**src/rtl/accel_seq_pkg.sv**
```systemverilog
// Shared constants for the GEMM tile sequencer: state encoding,
// default widths and the drain-latency / counter-width derivation.
`timescale 1ns/1ps
package accel_seq_pkg;

   localparam int ARRAY_W_D   = 8;
   localparam int ROWS_W_D    = 8;
   localparam int KT_W_D      = 4;
   localparam int DRAIN_LAT_D = 2*ARRAY_W_D-1;

   localparam logic [3:0] S_IDLE     = 4'd0;
   localparam logic [3:0] S_W_LOAD   = 4'd1;
   localparam logic [3:0] S_W_SHIFT  = 4'd2;
   localparam logic [3:0] S_A_LOAD   = 4'd3;
   localparam logic [3:0] S_A_STREAM = 4'd4;
   localparam logic [3:0] S_DRAIN    = 4'd5;
   localparam logic [3:0] S_ACC      = 4'd6;
   localparam logic [3:0] S_OUT      = 4'd7;
   localparam logic [3:0] S_FIN      = 4'd8;

   typedef enum logic [1:0] {
      OBP_IDLE,
      OBP_WAIT,
      OBP_LOAD
   } ob_phase_e;

   // wide enough for both a row count minus one and the drain window
   function automatic int cnt_w(input int rows_w, input int lat);
      int l;
      l = $clog2(lat);
      return (rows_w > l) ? rows_w : l;
   endfunction

endpackage

```
**src/rtl/accel_beat_cnt.sv**
```systemverilog
// Loadable down-counter with a last flag; holds at zero
// rather than wrapping.
`timescale 1ns/1ps
module accel_beat_cnt #(
   parameter int W = 8
) (
   input  logic         clk,
   input  logic         rst,
   input  logic         i_load,
   input  logic [W-1:0] i_val,
   input  logic         i_dec,
   output logic         o_last
);

   logic [W-1:0] r_cnt;

   always_ff @(posedge clk or posedge rst) begin
      if (rst)
         r_cnt <= '0;
      else if (i_load)
         r_cnt <= i_val;
      else if (i_dec && r_cnt != '0)
         r_cnt <= r_cnt - 1'b1;
   end

   assign o_last = (r_cnt == '0);

endmodule

```
**src/rtl/accel_seq_ctrl.sv**
```systemverilog
// GEMM tile sequencer: weight load/shift, activation stream, drain,
// K-tile accumulate, result unload. ACCEL_SEQ_PERF_CNT_EN adds perf_cycles.
`timescale 1ns/1ps
module accel_seq_ctrl
   import accel_seq_pkg::*;
#(
   parameter int ARRAY_W   = ARRAY_W_D,
   parameter int ROWS_W    = ROWS_W_D,
   parameter int KT_W      = KT_W_D,
   parameter int DRAIN_LAT = 2*ARRAY_W-1
) (
   input  logic              clk,
   input  logic              rst,
   input  logic              start,
   input  logic [ROWS_W-1:0] num_rows,
   input  logic [KT_W-1:0]   num_ktiles,
   input  logic              relu_cfg,
   input  logic              wgt_valid,
   output logic              wgt_ready,
   input  logic              act_valid,
   output logic              act_ready,
   output logic              out_valid,
   input  logic              out_ready,
   output logic              busy,
   output logic              done,
   output logic              ib_load_en,
   output logic              ib_out_en,
   output logic              ib_delay_clear,
   output logic              wb_load_en,
   output logic              wb_out_en,
   output logic              write_weight_en,
   output logic              ob_load_en,
   output logic              ob_out_en,
   output logic              ob_load_clear,
   output logic              ob_acc_enable,
   output logic              ob_acc_clear,
   output logic              relu_en
`ifdef ACCEL_SEQ_PERF_CNT_EN
   ,
   output logic [31:0]       perf_cycles
`endif
);

   localparam int CNT_W = cnt_w(ROWS_W, DRAIN_LAT);
   localparam logic [CNT_W-1:0] ARR_M1 = CNT_W'(ARRAY_W-1);
   localparam logic [CNT_W-1:0] LAT_M1 = CNT_W'(DRAIN_LAT-1);
   localparam logic [CNT_W-1:0] OBW_M1 = CNT_W'(DRAIN_LAT-ARRAY_W);

   logic [3:0]        r_state;
   logic [3:0]        w_nxt;
   logic [ROWS_W-1:0] r_m_m1;
   logic [KT_W-1:0]   r_kt_m1;
   logic [KT_W-1:0]   r_kt;
   logic              w_accept;
   logic              w_beat;
   logic              w_ld;
   logic [CNT_W-1:0]  w_ld_val;
   logic [CNT_W-1:0]  w_m_val;
   logic              w_last;
   ob_phase_e         r_obp;
   ob_phase_e         w_obp_nxt;
   logic              w_ob_ld;
   logic              w_ob_dec;
   logic [CNT_W-1:0]  w_ob_val;
   logic              w_ob_last;

   assign w_accept = (r_state == S_IDLE) && start;
   assign w_m_val  = CNT_W'(r_m_m1);

   always_comb begin
      w_nxt    = r_state;
      w_beat   = 1'b0;
      w_ld     = 1'b0;
      w_ld_val = '0;
      case (r_state)
         S_IDLE: begin
            if (start) begin
               w_nxt    = S_W_LOAD;
               w_ld     = 1'b1;
               w_ld_val = ARR_M1;
            end
         end
         S_W_LOAD: begin
            w_beat = wgt_valid;
            if (w_beat && w_last) begin
               w_nxt    = S_W_SHIFT;
               w_ld     = 1'b1;
               w_ld_val = ARR_M1;
            end
         end
         S_W_SHIFT: begin
            w_beat = 1'b1;
            if (w_last) begin
               w_nxt    = S_A_LOAD;
               w_ld     = 1'b1;
               w_ld_val = w_m_val;
            end
         end
         S_A_LOAD: begin
            w_beat = act_valid;
            if (w_beat && w_last) begin
               w_nxt    = S_A_STREAM;
               w_ld     = 1'b1;
               w_ld_val = w_m_val;
            end
         end
         S_A_STREAM: begin
            w_beat = 1'b1;
            if (w_last) begin
               w_nxt    = S_DRAIN;
               w_ld     = 1'b1;
               w_ld_val = LAT_M1;
            end
         end
         S_DRAIN: begin
            w_beat = 1'b1;
            if (w_last) begin
               if (r_kt != r_kt_m1) begin
                  w_nxt = S_ACC;
               end else begin
                  w_nxt    = S_OUT;
                  w_ld     = 1'b1;
                  w_ld_val = w_m_val;
               end
            end
         end
         S_ACC: begin
            w_nxt    = S_W_LOAD;
            w_ld     = 1'b1;
            w_ld_val = ARR_M1;
         end
         S_OUT: begin
            w_beat = out_ready;
            if (w_beat && w_last)
               w_nxt = S_FIN;
         end
         S_FIN:   w_nxt = S_IDLE;
         default: w_nxt = S_IDLE;
      endcase
   end

   accel_beat_cnt #(.W(CNT_W)) u_beat (
      .clk    (clk),
      .rst    (rst),
      .i_load (w_ld),
      .i_val  (w_ld_val),
      .i_dec  (w_beat),
      .o_last (w_last)
   );

   always_ff @(posedge clk or posedge rst) begin
      if (rst) begin
         r_state <= S_IDLE;
         r_m_m1  <= '0;
         r_kt_m1 <= '0;
         r_kt    <= '0;
      end else begin
         r_state <= w_nxt;
         if (w_accept) begin
            r_m_m1  <= (num_rows == '0) ? '0 : num_rows - 1'b1;
            r_kt_m1 <= (num_ktiles == '0) ? '0 : num_ktiles - 1'b1;
            r_kt    <= '0;
         end else if (r_state == S_ACC) begin
            r_kt <= r_kt + 1'b1;
         end
      end
   end

   // ob_load_en trails stream entry by the array pipeline depth
   always_comb begin
      w_obp_nxt = r_obp;
      w_ob_ld   = 1'b0;
      w_ob_dec  = 1'b0;
      w_ob_val  = '0;
      if (r_state == S_A_LOAD && w_beat && w_last) begin
         w_obp_nxt = OBP_WAIT;
         w_ob_ld   = 1'b1;
         w_ob_val  = OBW_M1;
      end else if (r_obp == OBP_WAIT) begin
         w_ob_dec = 1'b1;
         if (w_ob_last) begin
            w_obp_nxt = OBP_LOAD;
            w_ob_ld   = 1'b1;
            w_ob_val  = w_m_val;
         end
      end else if (r_obp == OBP_LOAD) begin
         w_ob_dec = 1'b1;
         if (w_ob_last)
            w_obp_nxt = OBP_IDLE;
      end
   end

   accel_beat_cnt #(.W(CNT_W)) u_ob (
      .clk    (clk),
      .rst    (rst),
      .i_load (w_ob_ld),
      .i_val  (w_ob_val),
      .i_dec  (w_ob_dec),
      .o_last (w_ob_last)
   );

   always_ff @(posedge clk or posedge rst) begin
      if (rst)
         r_obp <= OBP_IDLE;
      else
         r_obp <= w_obp_nxt;
   end

   assign wgt_ready       = (r_state == S_W_LOAD);
   assign act_ready       = (r_state == S_A_LOAD);
   assign out_valid       = (r_state == S_OUT);
   assign busy            = (r_state != S_IDLE) && (r_state != S_FIN);
   assign done            = (r_state == S_FIN);
   assign wb_load_en      = wgt_ready && wgt_valid;
   assign wb_out_en       = (r_state == S_W_SHIFT);
   assign write_weight_en = (r_state == S_W_SHIFT);
   assign ib_load_en      = act_ready && act_valid;
   assign ib_out_en       = (r_state == S_A_STREAM);
   assign ib_delay_clear  = w_accept || (r_state == S_ACC);
   assign ob_load_clear   = w_accept || (r_state == S_ACC);
   assign ob_acc_clear    = w_accept;
   assign ob_acc_enable   = (r_state == S_ACC);
   assign ob_load_en      = (r_obp == OBP_LOAD);
   assign ob_out_en       = out_valid && out_ready;
   assign relu_en         = out_valid && relu_cfg;

`ifdef ACCEL_SEQ_PERF_CNT_EN
   logic [31:0] r_perf;

   always_ff @(posedge clk or posedge rst) begin
      if (rst)
         r_perf <= '0;
      else if (w_accept)
         r_perf <= '0;
      else if (busy && r_perf != 32'hFFFF_FFFF)
         r_perf <= r_perf + 32'd1;
   end

   assign perf_cycles = r_perf;
`endif

endmodule

```
**config.mk**
```make
export PLATFORM = sky130hd
export DESIGN_NAME = accel_seq_ctrl
export DESIGN_NICKNAME = d
export VERILOG_FILES = /design/src/rtl/accel_seq_pkg.sv /design/src/rtl/accel_beat_cnt.sv /design/src/rtl/accel_seq_ctrl.sv
export SDC_FILE = /design/constraint.sdc
export NUM_CORES = 1
export LEC_CHECK = 0
export ABC_CLOCK_PERIOD_IN_PS = 2900
export BUFFER_PORTS_ARGS = -buffer_cell sky130_fd_sc_hd__buf_4
export CAP_MARGIN = 20
export CORE_MARGIN = 10
export CORE_UTILIZATION = 42
export CTS_CLUSTER_DIAMETER = 30
export CTS_CLUSTER_SIZE = 25
export DETAILED_ROUTE_END_ITERATION = 10
export GPL_TIMING_DRIVEN = 0
export PLACE_DENSITY = 0.73
export SETUP_SLACK_MARGIN = 0.05
export SYNTH_ARGS = -nofsm -noshare
export SYNTH_HDL_FRONTEND = slang
export SYNTH_SLANG_ARGS = --single-unit
```
**constraint.sdc**
```tcl
create_clock -name clk -period 2.9 [get_ports clk]
set_clock_uncertainty 0.1 [all_clocks]
set_input_delay 0.29 -clock clk [delete_from_list [all_inputs] [get_ports clk]]
set_output_delay 0.29 -clock clk [all_outputs]
set_load 0.01 [all_outputs]
```
==> qor.yml, run 1 <==
setup_path:
  critPathMaxFanout: 10
  cp.arrival_ps: 1920
  cp_cell_sequence: "buf_2 -> buf_2 -> nor2_1 -> nand3_1 -> clkinv_1 -> buf_4"
  critPathTopFamily: "buffers and inverters"
  end_kind: "output port"
  cp-start-kind: "flop"
  critPathRequiredTime_ps: 2510
  crit_top_cell: "buf_2"
  crit_slowest_cell: "dfrtp_1"
  path_class: "flop to output port"
  cp.buffers_inverters: 4
  slowest_delay_ps: 330
status:
  status: "complete, no violations"
cells_and_area:
  synthToLayoutAreaGrowth_pct: 19.6
  drive_gt1_share_pct: 19.6
  nets: 362
  finalInstanceArea_sq_um: 3050
  antenna_cells: 0
logic_synthesis:
  yosysMostFrequentCell: "dfrtp_1"
  synth_common_cells: "dfrtp_1, nor2_1, nand2_1"
  synth_top_family_by_area: "simple AND/OR/NAND/NOR gates"
  synth_cells: 294
  synth.area.mux_share_pct: 1.18
  synth_edf_count: 0
  synth_area_sq_um: 2550
  synthXorXnorAreaFrac_pct: 5.84
  synth-compound-area-share_pct: 19.8
  syn-num-nets: 320
  synthSimpleGateAreaFrac_pct: 27.0
  synth-seq-cells: 38
  ys_seq_area_share_pct: 37.3
  synth.top_cell.area_share_pct: 37.3
  async_reset_ff_share_pct: 100
  post_synth_num_cell_types: 64
  ys_top_cells_by_area: "dfrtp_1, nor2_1, nand2_1, o21ai_0, ha_1"
  ys_warn_count: 0
  yosysTopAreaCell: "dfrtp_1"
  synth_adder_area_share_pct: 3.44
  ys.flop_type: "dfrtp_1"
  syn_avg_cell_area_sq_um: 8.67
clocking:
  numCtsBuffers: 5
  ctsResizeCount: 0
  clk_pin_slew_ps: 90
  root_buffer: "clkbuf_8"
  clk_path_buf_depth: 2
  postCtsSetupRepairBufs: 0
  cts_tree: "built"
  clk_latency_ps: 300
  clock-sinks: 38
  holdBufCountCts: 0
  htreeDepth: 2
detailed_routing:
  drt-vias-per-instance: 5.55
  via_count: 2288
  drc: 0
  wl_per_cell_microns: 14.8
  drt_iter0_markers: 137
  ant_nets: 0
  first_pass_iters: 4
  wirelength_microns: 6110
power_and_ir_drop:
  leakagePower_nw: 1.35
  power_density_nw_per_um2: 968
  ir_drop_mv: 0.365
  fin_total_pwr_mw: 2.95
grt:
  grt_pass1_vias: 2138
  groute.usage.overall_pct: 12.5
  grt_overflow: 0
  antenna_found_initial: 0
  grt_max_degree: 39
  grt_first_pass_wirelength_microns: 10200
die:
  die_y_microns: 97.9
  core-area_sq_um: 5920
  initial_core_util_pct: 43.0
  pin_count: 36
  die_x_microns: 97.9
  die-area_sq_um: 9580
  num_rows: 28
sta:
  slew-limit-headroom_pct: 46.3
  tns_ps: 0
  rsz0062_at_grt: "no"
  finalHoldViolations: 0
  setup_viol: 0
  fin_crit_sh_pct: 79.5
  drv_slew: 0
  worstMarginPinSlew_ps: 804
  fmax_ghz: 0.434
  period_minus_slack_ps: 2310
placed_design:
  port_buffers: 35
  dpl-instance-area_sq_um: 2910
  place.gp.congestion: 0.862
  dp_hpwl_microns: 4760
run:
  max-cap-violations: 0
min_path:
  hp-class: "primary input to async pin"
==> routing by layer <==
metal	up-vias	track usage [%]	share of wire, %
met5	-	0	0
met3	10	2.47	3.8
met2	53	19.3	47
met1	1089	16.6	48
li1	1136	-	-
met4	0	4.92	1.7
==> power by group <==
part	leakage, nW	switching, mW	internal [mW]	total (mW)
clock	0.0714	0.201	0.367	0.568
sequential	0.459	0.213	0.737	0.950
combinational	0.819	0.801	0.631	1.43
total	1.35	1.21	1.74	2.95
==> worst paths after layout <==
kind / depth (start not counted) / slack, ps / from / end
min in group clk: 2 / 100 / num_rows[0] / r_m_m1[0]
min reg2reg: 2 / 400 / r_kt_m1[3] / r_kt_m1[3]
max: 6 / 590 / r_state[0] / ob_acc_clear
min: 2 / 40 / rst / r_state[3]
max in group asynchronous: 2 / 2140 / rst / u_ob.r_cnt[2]
max reg2reg: 7 / 660 / u_beat.r_cnt[0] / u_beat.r_cnt[0]
==> placed cells by master, fill, tap and decap left out, drive strengths merged, types with 3 or more instances in the layout <==
master,netlist,final
a31oi,4,4
nor2b,4,4
o21ai,22,22
xnor2,10,10
nor3,16,16
xor2,7,7
clkbuf,2,8
and2,6,6
nor3b,4,4
ha,7,7
buf,9,44
a211oi,5,5
nand3,8,8
and3,3,3
dfrtp,38,38
mux2i,3,3
o2bb2ai,3,3
nor2,34,34
nand2,30,30
nand2b,6,6
a21oi,11,11
or4,3,3
inv,17,17
nor4,3,3
==> kinds of logic (layout without fill, tap and decap cells) <==
family                     count (synthesis)  count (layout)
DFF                                       38              38
muxes                                      3               3
adders and majority gates                  7               7
and+or+nand+nor                          129             129
buffers and inverters                     29              72
xor gates and xnor gates                  17              17
AOI/OAI and AO/OA                         71              71
==> sequential cells by signal, summed over array words and instances, names as in the netlist <==
register      count
r_kt              4
r_obp             2
u_ob.r_cnt        8
r_state           4
r_m_m1            8
r_kt_m1           4
u_beat.r_cnt      8
==> stage by stage <==
stage | utilization (%) | cells | setup slack [ps] | hold WS (ps)
3_3_place_gp | 49.1 | 404 | 693 | 378
3_5_place_dp | 49.1 | 404 | 698 | 389
4_1_cts | 51.5 | 412 | 605 | 82.1
5_1_grt | 51.5 | 412 | 462 | 106
2_1_floorplan | - | 294 | 893 | 290
6_report | 51.5 | 412 | 594 | 43.3
==> cell type report <==
class                      instances  area (sq um)
tap                               75          93.8
multi-input combinational        227          1460
fill                             548          2870
clock buffer                       6          82.6
clock inverter                     2          60.1
inverter                          18          67.6
timing repair buffer              35           263
buffer                            11          70.1
sequential                        38           951
No activity file was read; power rests on OpenSTA's default activity.
==> run 2: changes to the inputs <==
- ABC_AREA: not set -> 1
- ABC_CLOCK_PERIOD_IN_PS: 2900 -> 2300
- PLACE_DENSITY: 0.73 -> 0.72
- clock period: 2.9 -> 2.3 ns (I/O delays scaled with it)
==> run 2 against run 1 <==
The run now ends with negative hold slack left. Wire length rose by 2.2%. Register-to-register slack got worse by 350 ps. Utilization fell by 1.3 points. Critical path depth rose by 1. Sequential power rose by 27%. Design area rose by 3.2%. Global-route usage rose by 0.56 points. Clock power fell by 2%. Critical path type unchanged. Largest cell class unchanged. Largest power group unchanged.
==> qor.yml, run 2 <==
logic_synthesis:
  yosysTopAreaCell: "dfrtp_1"  # unchanged
  synth.area.mux_share_pct: 0  # was 1.18%
  syn_avg_cell_area_sq_um: 7.07  # was 8.67 sq um
  ys_top_cells_by_area: "dfrtp_1, nand2_1, inv_1, nand3_1, nor2_1"  # was dfrtp_1, nor2_1, nand2_1, o21ai_0, ha_1
  synthXorXnorAreaFrac_pct: 4.90  # was 5.84%
  synth-compound-area-share_pct: 10.6  # was 19.8%
  synth_cells: 379  # was 294
  synth.top_cell.area_share_pct: 35.5  # was 37.3%
  yosysMostFrequentCell: "nand2_1"  # was dfrtp_1
  ys_warn_count: 0  # unchanged
  ys.flop_type: "dfrtp_1"  # unchanged
  synth_top_family_by_area: "simple AND/OR/NAND/NOR gates"  # unchanged
  synth_adder_area_share_pct: 3.27  # was 3.44%
  async_reset_ff_share_pct: 100  # unchanged
  synth_edf_count: 0  # unchanged
  post_synth_num_cell_types: 33  # was 64
  syn-num-nets: 405  # was 320
  synth_common_cells: "nand2_1, inv_1, dfrtp_1"  # was dfrtp_1, nor2_1, nand2_1
  synthSimpleGateAreaFrac_pct: 34.5  # was 27.0%
  synth_area_sq_um: 2680  # was 2550 sq um
  ys_seq_area_share_pct: 35.5  # was 37.3%
  synth-seq-cells: 38  # unchanged
grt:
  groute.usage.overall_pct: 13.1  # was 12.5%
  grt_pass1_vias: 2481  # was 2,138
  grt_max_degree: 39  # unchanged
  grt_overflow: 0  # unchanged
  grt_first_pass_wirelength_microns: 11100  # was 10,200 microns
  antenna_found_initial: 0  # unchanged
setup_path:
  critPathRequiredTime_ps: 1970  # was 2510 ps
  cp-start-kind: "flop"  # unchanged
  r2r_start: "u_ob.r_cnt[0]"  # was u_beat.r_cnt[0]
  startpoint: "r_state[1]"  # was r_state[0]
  path_class: "flop to output port"  # unchanged
  r2r_end: "u_ob.r_cnt[4]"  # was u_beat.r_cnt[0]
  critPathMaxFanout: 10  # unchanged
  reg2regPathDepth: 11  # was 7
  end_kind: "output port"  # unchanged
  cp.arrival_ps: 1670  # was 1920 ps
  critical_path.endpoint: "ob_acc_clear"  # unchanged
  worst-r2r-setup-slack_ps: 310  # was 660 ps
detailed_routing:
  drc: 0  # unchanged
  wirelength_microns: 6240  # was 6110 microns
  drt_iter0_markers: 140  # was 137
  via_count: 2484  # was 2,288
  ant_nets: 0  # unchanged
  first_pass_iters: 4  # unchanged
  wl_per_cell_microns: 12.5  # was 14.8 microns
  drt-vias-per-instance: 4.98  # was 5.55
clocking:
  ctsResizeCount: 0  # unchanged
  htreeDepth: 2  # unchanged
  cts_tree: "built"  # unchanged
  numCtsBuffers: 5  # unchanged
  root_buffer: "clkbuf_8"  # unchanged
  holdBufCountCts: 0  # unchanged
  clk_path_buf_depth: 2  # unchanged
  clk_pin_slew_ps: 70  # was 90 ps
  clock-sinks: 38  # unchanged
  postCtsSetupRepairBufs: 0  # unchanged
  clk_latency_ps: 290  # was 300 ps
die:
  die-area_sq_um: 9980  # was 9580 sq um
  pin_count: 36  # unchanged
  die_y_microns: 99.9  # was 97.9 microns
  die_x_microns: 99.9  # was 97.9 microns
  num_rows: 29  # was 28
  initial_core_util_pct: 42.7  # was 43.0%
  core-area_sq_um: 6280  # was 5920 sq um
power_and_ir_drop:
  power_density_nw_per_um2: 1290  # was 968 nW/um^2
  fin_total_pwr_mw: 4.05  # was 2.95 mW
  ir_drop_mv: 0.628  # was 0.365 mV
  leakagePower_nw: 1.70  # was 1.35 nW
cells_and_area:
  reg_top3: "r_m_m1 x8, u_beat.r_cnt x8, u_ob.r_cnt x8"  # unchanged
  drive_gt1_share_pct: 20.4  # was 19.6%
  antenna_cells: 0  # unchanged
  final_cell_mix: "nand2_1, inv_1, buf_4"  # was dfrtp_1, buf_4, nor2_1
  finalInstanceArea_sq_um: 3150  # was 3050 sq um
  layout_commonest_cell: "nand2_1"  # was dfrtp_1
  nets: 447  # was 362
  synthToLayoutAreaGrowth_pct: 17.4  # was 19.6%
  fin_util_pct: 50.1  # was 51.5%
  instances_no_fill: 499  # was 412
sta:
  worst_slack_ps: 301  # was 594 ps
  fin_crit_sh_pct: 86.9
  finalHoldViolations: 3  # was 0
  drv_slew: 0  # unchanged
  slew-limit-headroom_pct: 44.8  # was 46.3%
  rsz0062_at_grt: "no"  # unchanged
  worstMarginPinSlew_ps: 822  # was 804 ps
  setup_viol: 0  # unchanged
  tns_ps: 0  # unchanged
  fmax_ghz: 0.500
  hold_slack_ps: -0.878  # was 43.3 ps
  period_minus_slack_ps: 2000
status:
  violations: "negative hold slack"
  status: "finished with violations"  # was complete, no violations
placed_design:
  post-place-ws_ps: 296  # was 698 ps
  port_buffers: 35  # unchanged
  dp_hpwl_microns: 4950  # was 4760 microns
  place.gp.congestion: 0.847  # was 0.862
  dp.cells: 491  # was 404
  dpl-instance-area_sq_um: 3040  # was 2910 sq um
run:
  max-cap-violations: 0  # unchanged
min_path:
  hp-class: "primary input to async pin"  # unchanged
==> run 2: cell count changes after synthesis, moves of 6 or more <==
cell / previous run / this run
o21ai_2: 0 / 7
inv_2: 0 / 9
nand3_1: 8 / 33
and2_1: 6 / 0
nor3_1: 14 / 2
nor2_2: 0 / 7
nand2b_1: 6 / 0
inv_1: 17 / 51
nand4_1: 2 / 9
xnor2_1: 10 / 4
nand2_1: 30 / 101
==> run 2: how the worst min path moves through the flow <==
| stage | slack [ps] | end |
|---|---|---|
| 2_1_floorplan | 240 | r_m_m1[0] |
| 4_1_cts | 40 | r_state[0] |
| 3_3_place_gp | 350 | r_m_m1[0] |
| 3_5_place_dp | 350 | r_state[0] |
| 6_report | -0.9 | r_state[0] |
| 5_1_grt | 70 | r_state[0] |
==> run 2: layout make-up <==
class / instances / area [sq um]
flip-flops and latches: 38 / 951
multi-input cells: 270 / 1430
fillers: 622 / 3130
repair buffers: 35 / 263
well taps: 77 / 96.3
inverters: 61 / 230
plain buffers: 10 / 70.1
clock buffers: 7 / 76.3
clock inverters: 1 / 30.0
==> run 2: cell families (layout without fill, tap and decap cells) <==
group / after synthesis / after routing
fa+ha+maj: 7 / 7
flops: 38 / 38
xor+xnor: 15 / 15
compound gates: 48 / 48
buf+inv: 71 / 114
simple gates: 200 / 200
==> run 2: worst max-delay path, stage by stage (launching register included) <==
cell	delay [ps]
dfrtp_1	460
nor2_1	200
inv_1	60
nor2_1	120
nand2_1	120
inv_1	80
buf_2	200
buf_4	150
==> run 2: metal layers <==
metal,GRT usage [%],vias to the layer above,part of all wire (%)
li1,-,1282,-
met1,16.1,1155,47
met2,21.9,39,48
met3,3.50,8,4.1
met4,3.53,0,1.2
met5,0,-,0
==> run 2: where the power goes <==
| part | internal [mW] | switching [mW] |
|---|---|---|
| sequential | 0.954 | 0.251 |
| clock | 0.325 | 0.234 |
| combinational | 0.899 | 1.39 |
| total | 2.18 | 1.87 |
==> run 3: changes to the inputs <==
- CORE_MARGIN: 10 -> 4
==> run 3 against run 2 <==
The run still ends with negative hold slack left. Clock power decreased by 14%. Clock-buffer cell count did not move. Utilization rose by 1.5 points. Worst setup slack worse by 49 ps. Sequential share of layout area rose by 0.17 points. First-iteration DRC count up 3.6%. Critical path depth unchanged. Cell count decreased by 0.40%. Design area shrank 0.56%. Non-clock buffer count unchanged. Largest power group unchanged. Worst hold slack got worse by 7.6 ps. Sequential power is essentially flat.
==> qor.yml, run 3 (synthesized netlist as in run 2, its figures left out) <==
status:
  status: "finished with violations"  # unchanged
  violations: "negative hold slack"  # unchanged
cells_and_area:
  antenna_cells: 0  # unchanged
  layout_commonest_cell: "nand2_1"  # unchanged
  final_cell_mix: "nand2_1, inv_1, buf_4"  # unchanged
  reg_top3: "r_m_m1 x8, u_beat.r_cnt x8, u_ob.r_cnt x8"  # unchanged
  nets: 447  # unchanged
  synthToLayoutAreaGrowth_pct: 16.7  # was 17.4%
  n_fill_cell: 601  # was 622
  drive_gt1_share_pct: 20.6  # was 20.4%
clocking:
  htreeDepth: 2  # unchanged
  holdBufCountCts: 0  # unchanged
  clock-sinks: 38  # unchanged
  postCtsSetupRepairBufs: 0  # unchanged
  numCtsBuffers: 5  # unchanged
  clk_latency_ps: 290  # about the same
  root_buffer: "clkbuf_8"  # unchanged
  clk_path_buf_depth: 2  # unchanged
  cts_tree: "built"  # unchanged
  ctsResizeCount: 0  # unchanged
  clk_pin_slew_ps: 80  # was 70 ps
sta:
  worstMarginPinSlew_ps: 785  # was 822 ps
  setup_viol: 0  # unchanged
  tns_ps: 0  # unchanged
  hold_slack_ps: -8.46  # was -0.878 ps
  worst_slack_ps: 251  # was 301 ps
  drv_slew: 0  # unchanged
  fin_crit_sh_pct: 89.1  # was 86.9%
  finalHoldViolations: 19  # was 3
  period_minus_slack_ps: 2050  # was 2000 ps
  rsz0062_at_grt: "no"  # unchanged
  slew-limit-headroom_pct: 47.2  # was 44.8%
  fmax_ghz: 0.488  # was 0.500 GHz
min_path:
  hp-class: "primary input to async pin"  # unchanged
detailed_routing:
  drt-vias-per-instance: 4.93  # was 4.98
  drc: 0  # unchanged
  highest_layer: "met4"  # unchanged
  wirelength_microns: 5790  # was 6240 microns
  first_pass_iters: 4  # unchanged
  wl_per_cell_microns: 11.6  # was 12.5 microns
  via_count: 2451  # was 2,484
  drt_iter0_markers: 145  # was 140
  ant_nets: 0  # unchanged
  met1_length_microns: 2810  # was 2910 microns
  met3WireLength_microns: 157  # was 256 microns
  route.met2.wl_microns: 2710  # was 3000 microns
power_and_ir_drop:
  p_int_mw: 2.10  # was 2.18 mW
  comb_power_share_pct: 57.6  # was 56.4%
  pwr-share-seq_pct: 30.3  # was 29.8%
  power_density_nw_per_um2: 1270  # was 1290 nW/um^2
  leakagePower_nw: 1.70  # about the same
  switchingPower_mw: 1.86  # was 1.87 mW
  ir_drop_mv: 0.407  # was 0.628 mV
  power.share.switching_pct: 47.0  # was 46.2%
  clock_power_share_pct: 12.1  # was 13.8%
  fin_total_pwr_mw: 3.96  # was 4.05 mW
setup_path:
  path_class: "flop to output port"  # unchanged
  crit_slowest_cell: "dfrtp_1"  # unchanged
  end_kind: "output port"  # unchanged
  critPathRequiredTime_ps: 1970  # about the same
  reg2regPathDepth: 11  # unchanged
  critPathMaxFanout: 10  # unchanged
  cp-start-kind: "flop"  # unchanged
  cp_cell_sequence: "nor2_1 -> inv_1 -> nor2_1 -> nand2_1 -> inv_1 -> buf_2 -> buf_4"  # unchanged
  critPathTopFamily: "buffers and inverters"  # unchanged
  cp.buffers_inverters: 4  # unchanged
  path_depth: 7  # unchanged
  slowest_delay_ps: 460  # about the same
  cp.arrival_ps: 1720  # was 1670 ps
die:
  initial_core_util_pct: 44.2  # was 42.7%
  pin_count: 36  # unchanged
  core-area_sq_um: 6060  # was 6280 sq um
  die_x_microns: 87.9  # was 99.9 microns
  die_y_microns: 87.9  # was 99.9 microns
  num_rows: 28  # was 29
  die-area_sq_um: 7730  # was 9980 sq um
grt:
  grt_max_degree: 39  # unchanged
  grt_first_pass_wirelength_microns: 10400  # was 11,100 microns
  grt_overflow: 0  # unchanged
  antenna_found_initial: 0  # unchanged
  grt_pass1_vias: 2370  # was 2,481
  groute.usage.overall_pct: 16.8  # was 13.1%
placed_design:
  dp_hpwl_microns: 4570  # was 4950 microns
  post-place-ws_ps: 270  # was 296 ps
  place.gp.congestion: 0.907  # was 0.847
  port_buffers: 35  # unchanged
run:
  max-cap-violations: 0  # unchanged
[run 3: changes by cell type in the layout (fill, tap and decap cells not counted)]
cell / change
clkinv_2: +1
clkbuf_1: -1
clkbuf_8: +1
bufinv_16: -1
[run 3: power by group through the flow]
| stage | registers [mW] | logic, mW | clock network [mW] |
|---|---|---|---|
| 2_1_floorplan | 1.14 | 1.78 | 0 |
| 3_3_place_gp | 1.20 | 2.23 | 0 |
| 3_5_place_dp | 1.21 | 2.28 | 0 |
| 4_1_cts | 1.20 | 2.29 | 0.495 |
| 5_1_grt | 1.25 | 2.61 | 0.515 |
| 6_report | 1.20 | 2.28 | 0.478 |
[run 3: worst paths after layout]
kind | to | slack (ps) | start
max in group asynchronous | u_ob.r_cnt[4] | 1600 | rst
worst min register to register | r_obp[1] | 430 | r_obp[1]
worst max-delay path | ob_acc_clear | 250 | r_state[1]
worst max register to register | u_ob.r_cnt[3] | 260 | u_ob.r_cnt[0]
worst min-delay path | r_state[0] | -8 | rst
min in group clk | r_m_m1[0] | 40 | num_rows[0]
[run 3: layout make-up]
class                           instances  area (sq um)  share of cell area, %
Buffer                                 10          70.1                   2.24
Inverter                               61           230                   7.36
Timing Repair Buffer                   35           263                   8.40
Sequential cell                        38           951                   30.4
Tap cell                               75          93.8                   3.00
Multi-Input combinational cell        270          1430                   45.7
Clock inverter                          1          5.00                  0.160
Clock buffer                            7          86.3                   2.76
[run 3: layer usage]
layer | vias to the layer above | GRT usage, %
li1 | 1291 | -
met1 | 1117 | 22.1
met2 | 34 | 28.2
met3 | 9 | 1.88
met4 | 0 | 6.83
met5 | - | 0
[run 3: through the flow]
stage                     area, sq um  instances  util, %
after floorplan                  2680        379        -
after global placement           3040        489     50.1
after detailed placement         3040        489     50.1
after CTS                        3130        497     51.6
after global routing             3130        497     51.6
final                            3130        497     51.6
